## src/rtl/checker_pkg.sv

```systemverilog
// Shared state encoding and default constants for the on-board response checker.
// No logic here; the top and the MISR import it.
package checker_pkg;

  typedef enum logic [1:0] {
    IDLE = 2'd0,
    RUN  = 2'd1,
    PASS = 2'd2,
    FAIL = 2'd3
  } state_t;

  localparam logic [15:0] DEF_SIG_POLY  = 16'hB400;
  localparam logic [15:0] SIG_SEED      = 16'hFFFF;
  localparam int          DEF_BLINK_DIV = 12_500_000;

endpackage

```

## src/rtl/misr.sv

```systemverilog
// 16-bit Galois MISR: clear loads the seed, enable folds one data word per cycle.
// Single-cycle update, no backpressure (accepts whenever enable is high).
module misr
  import checker_pkg::*;
#(
  parameter logic [15:0] POLY = DEF_SIG_POLY
) (
  input  logic        clk,
  input  logic        rst,
  input  logic        clear,
  input  logic        enable,
  input  logic [15:0] data,
  output logic [15:0] sig
);

  always_ff @(posedge clk or posedge rst) begin
    if (rst) begin
      sig <= 16'h0000;
    end else if (clear) begin
      sig <= SIG_SEED;
    end else if (enable) begin
      sig <= (sig >> 1) ^ (sig[0] ? POLY : 16'h0000) ^ data;
    end
  end

endmodule

```

## config.mk

```make
export PLATFORM = sky130hd
export DESIGN_NAME = misr
export DESIGN_NICKNAME = d
export VERILOG_FILES = /design/src/rtl/checker_pkg.sv /design/src/rtl/misr.sv
export SDC_FILE = /design/constraint.sdc
export NUM_CORES = 1
export LEC_CHECK = 0
export BUFFER_PORTS_ARGS = -buffer_cell sky130_fd_sc_hd__buf_2
export CAP_MARGIN = 0
export CORE_MARGIN = 2
export CORE_UTILIZATION = 46
export DETAILED_ROUTE_END_ITERATION = 10
export GPL_TIMING_DRIVEN = 0
export PLACE_DENSITY = 0.84
export SYNTH_ARGS = -nofsm -noshare
export SYNTH_HDL_FRONTEND = slang
export SYNTH_SLANG_ARGS = --single-unit
```

## constraint.sdc

```tcl
create_clock -name clk -period 1.93 [get_ports clk]
set_clock_uncertainty 0.15 [all_clocks]
set_input_delay 0.386 -clock clk [delete_from_list [all_inputs] [get_ports clk]]
set_output_delay 0.386 -clock clk [all_outputs]
set_load 0.005 [all_outputs]
```

==> impl_metrics.csv <==
group,metric,value,unit
layout,largest_reg_flops,16,
power,swShare,0.269,
power,power_frac_seq,0.526,
setup_path,cp.arrival,1.48,ns
sta,worst_slack,0.476,ns
synth,synth.largest_area_cell,"dfrtp_1",
setup_path,critical-path-max-stage-delay,0.45,ns
setup_path,cp_top_family,"flip-flops",
power,p_comb_frac,0.241,
global_routing,grt_overflow_total,0,
placed_design,hpwl,1220,um
synth,synth_common_cells,"a211o_1 (16), dfrtp_1 (16), nor2b_1 (16)",
routing,routed_wl,1780,um
outcome,status,"complete, no violations",
global_routing,antenna_found_initial,0,
synth,ys_warn_count,0,
global_routing,globalRouteTotalUtil,0.182,
floorplanning,start_util,0.493,
synth,synth-seq-cells,16,
synth,dominantRegCellSynth,"dfrtp_1",
power,p_sw,199,uW
setup_path,rr_worst_depth,2,
global_routing,grt_pass1_vias,609,
floorplanning,rows,15,
layout,stdcell_area,0.00108,mm^2
synth,synth_fp_nets,90,
placed_design,port_buffers,34,
sta,max_freq,688,MHz
sta,hold_viol,0,
sta,slew_headroom,0.588,
synth,syn_area,852,um^2
synth,async_flop_share,1.00,
sta,tightest_slew,0.617,ns
routing,postRouteAntennaNets,0,
job,drv_cap,0,
clocking,cts_tree,"yes",
floorplanning,die_w,47.0,um
clocking,clock_path_buffers,2,
setup_path,cp_num_buf_inv,0,
routing,vias_per_cell,4.77,
clocking,ctsHoldBuffers,0,
setup_path,crit_chain,"xor3_1, a211o_1",
sta,period_share,0.754,
floorplanning,core-area,0.00173,mm^2
synth,synth_area_per_cell,12.2,um^2
clocking,clock_latency,0.28,ns
placed_design,dpl_cell_area,0.00105,mm^2
setup_path,cp-end-kind,"register",
power,power-per-cell-area,687,mW/mm^2
floorplanning,die_h,47.0,um
synth,ys_seq_area_frac,0.470,
layout,nets,129,
sta,fin_setup_tns,0,ns
synth,synthTopCellsByArea,"dfrtp_1 (47%), a211o_1 (16%), xor2_1 (13%)",
synth,ys_types,8,
clocking,cts_resized,0,
routing,vias,629,
layout,area_growth,26.3,%
sta,setup_viol,0,
routing,dr.pass1.iters,3,
synth,synth-edff-count,0,
power,power_leakage,0.505,nW
layout,diodes,0,
setup_path,cp.depth,2,
power,pwr-share-clk,0.232,
routing,drc,0,
worst_hold_path,min_path_type,"in2async",
placed_design,pre_cts_ws,0.479,ns
clocking,htree_levels,1,
power,worst_ir_drop_vdd,355,uV
clocking,cts_made_buffers,3,
power,p_int,541,uW
floorplanning,die-area,0.00221,mm^2
sta,rsz0062_at_grt,"false",
setup_path,path_class,"reg2reg",
setup_path,startpoint_type,"register",
routing,wl_per_cell,13.5,um
clocking,cts_setup_buffers,0,
setup_path,path_max_fanout,6,
floorplanning,io_pins,36,
clocking,numClockSinks,16,
synth,synth_top_area_share,0.470,
clocking,clk_pin_slew,0.09,ns
setup_path,worstPathRequired,1.95,ns
layout,layout-drive-gt1-share,0.374,
clocking,root_buffer,"clkbuf_4",
layout,regMostFlops,"sig",
global_routing,grt_pass1_wl,2730,um
sta,fin_crit,1.45,ns
placed_design,gp_congestion,0.693,
layout,reg_top3,"sig: 16 flops",
synth,synthCells,70,
sta,drv_slew,0,
routing,drt_iter0_markers,7,
setup_path,critPathSlowestCell,"dfrtp_1",
global_routing,grt_max_degree,17,
final timing paths:
| kind | to | startpoint | slack [ns] |
|---|---|---|---|
| hold reg to reg | sig[3] | sig[3] | 0.50 |
| setup reg to reg | sig[12] | sig[0] | 0.48 |
| max in group asynchronous | sig[9] | rst | 1.22 |
| hold / removal | sig[1] | rst | 0.01 |
| setup / recovery | sig[12] | sig[0] | 0.48 |
| min in group clk | sig[10] | data[10] | 0.31 |
power groups by stage:
stage          sequential (mW)  combinational, mW  clock, mW
2_1_floorplan            0.397              0.108          0
3_3_place_gp             0.394              0.174          0
3_5_place_dp             0.395              0.179          0
4_1_cts                  0.389              0.180      0.179
5_1_grt                  0.393              0.198      0.192
6_report                 0.389              0.178      0.172
placed cells by master, fill, tap and decap left out, drive strengths merged:
cell type	Yosys	layout
nor2b	16	16
inv	1	1
dfrtp	16	16
xor2	13	13
xor3	3	3
clkbuf	2	5
a211o	16	16
buf	3	37
layer usage:
metal,part of all wire,vias to the layer above,GRT usage
met1,0.44,296,0.227
met2,0.52,18,0.299
met3,0.034,2,0.0346
li1,-,313,-
met4,0.011,0,0.100
met5,0,-,0
per-stage QoR:
stage | hold slack (ns) | cells | total power [mW] | utilization
finish | 0.0133 | 132 | 0.739 | 0.623
global route | 0.0539 | 132 | 0.784 | 0.623
CTS | 0.0180 | 132 | 0.748 | 0.623
detailed placement | 0.335 | 129 | 0.574 | 0.610
global placement | 0.330 | 129 | 0.568 | 0.610
floorplan | 0.150 | 70 | 0.505 | -
cell type report:
cell class	instances	area, um^2
well taps	25	31.3
inverters	1	3.75
repair buffers	34	170
multi-input cells	48	425
plain buffers	5	22.5
fillers	166	651
clock buffers	3	22.5
flip-flops and latches	16	400
kinds of logic after synthesis:
group / Yosys count / share of synthesized area
compound gates: 16 / 0.164
xor+xnor: 16 / 0.217
flops: 16 / 0.470
simple gates: 16 / 0.117
buf+inv: 6 / 0.0308
worst reg2reg max path: stages, from the launching register on:
cell and delay [ns]:
dfrtp_1 0.45, xor3_1 0.45, a211o_1 0.30
Power figures use the tool's default switching activity.
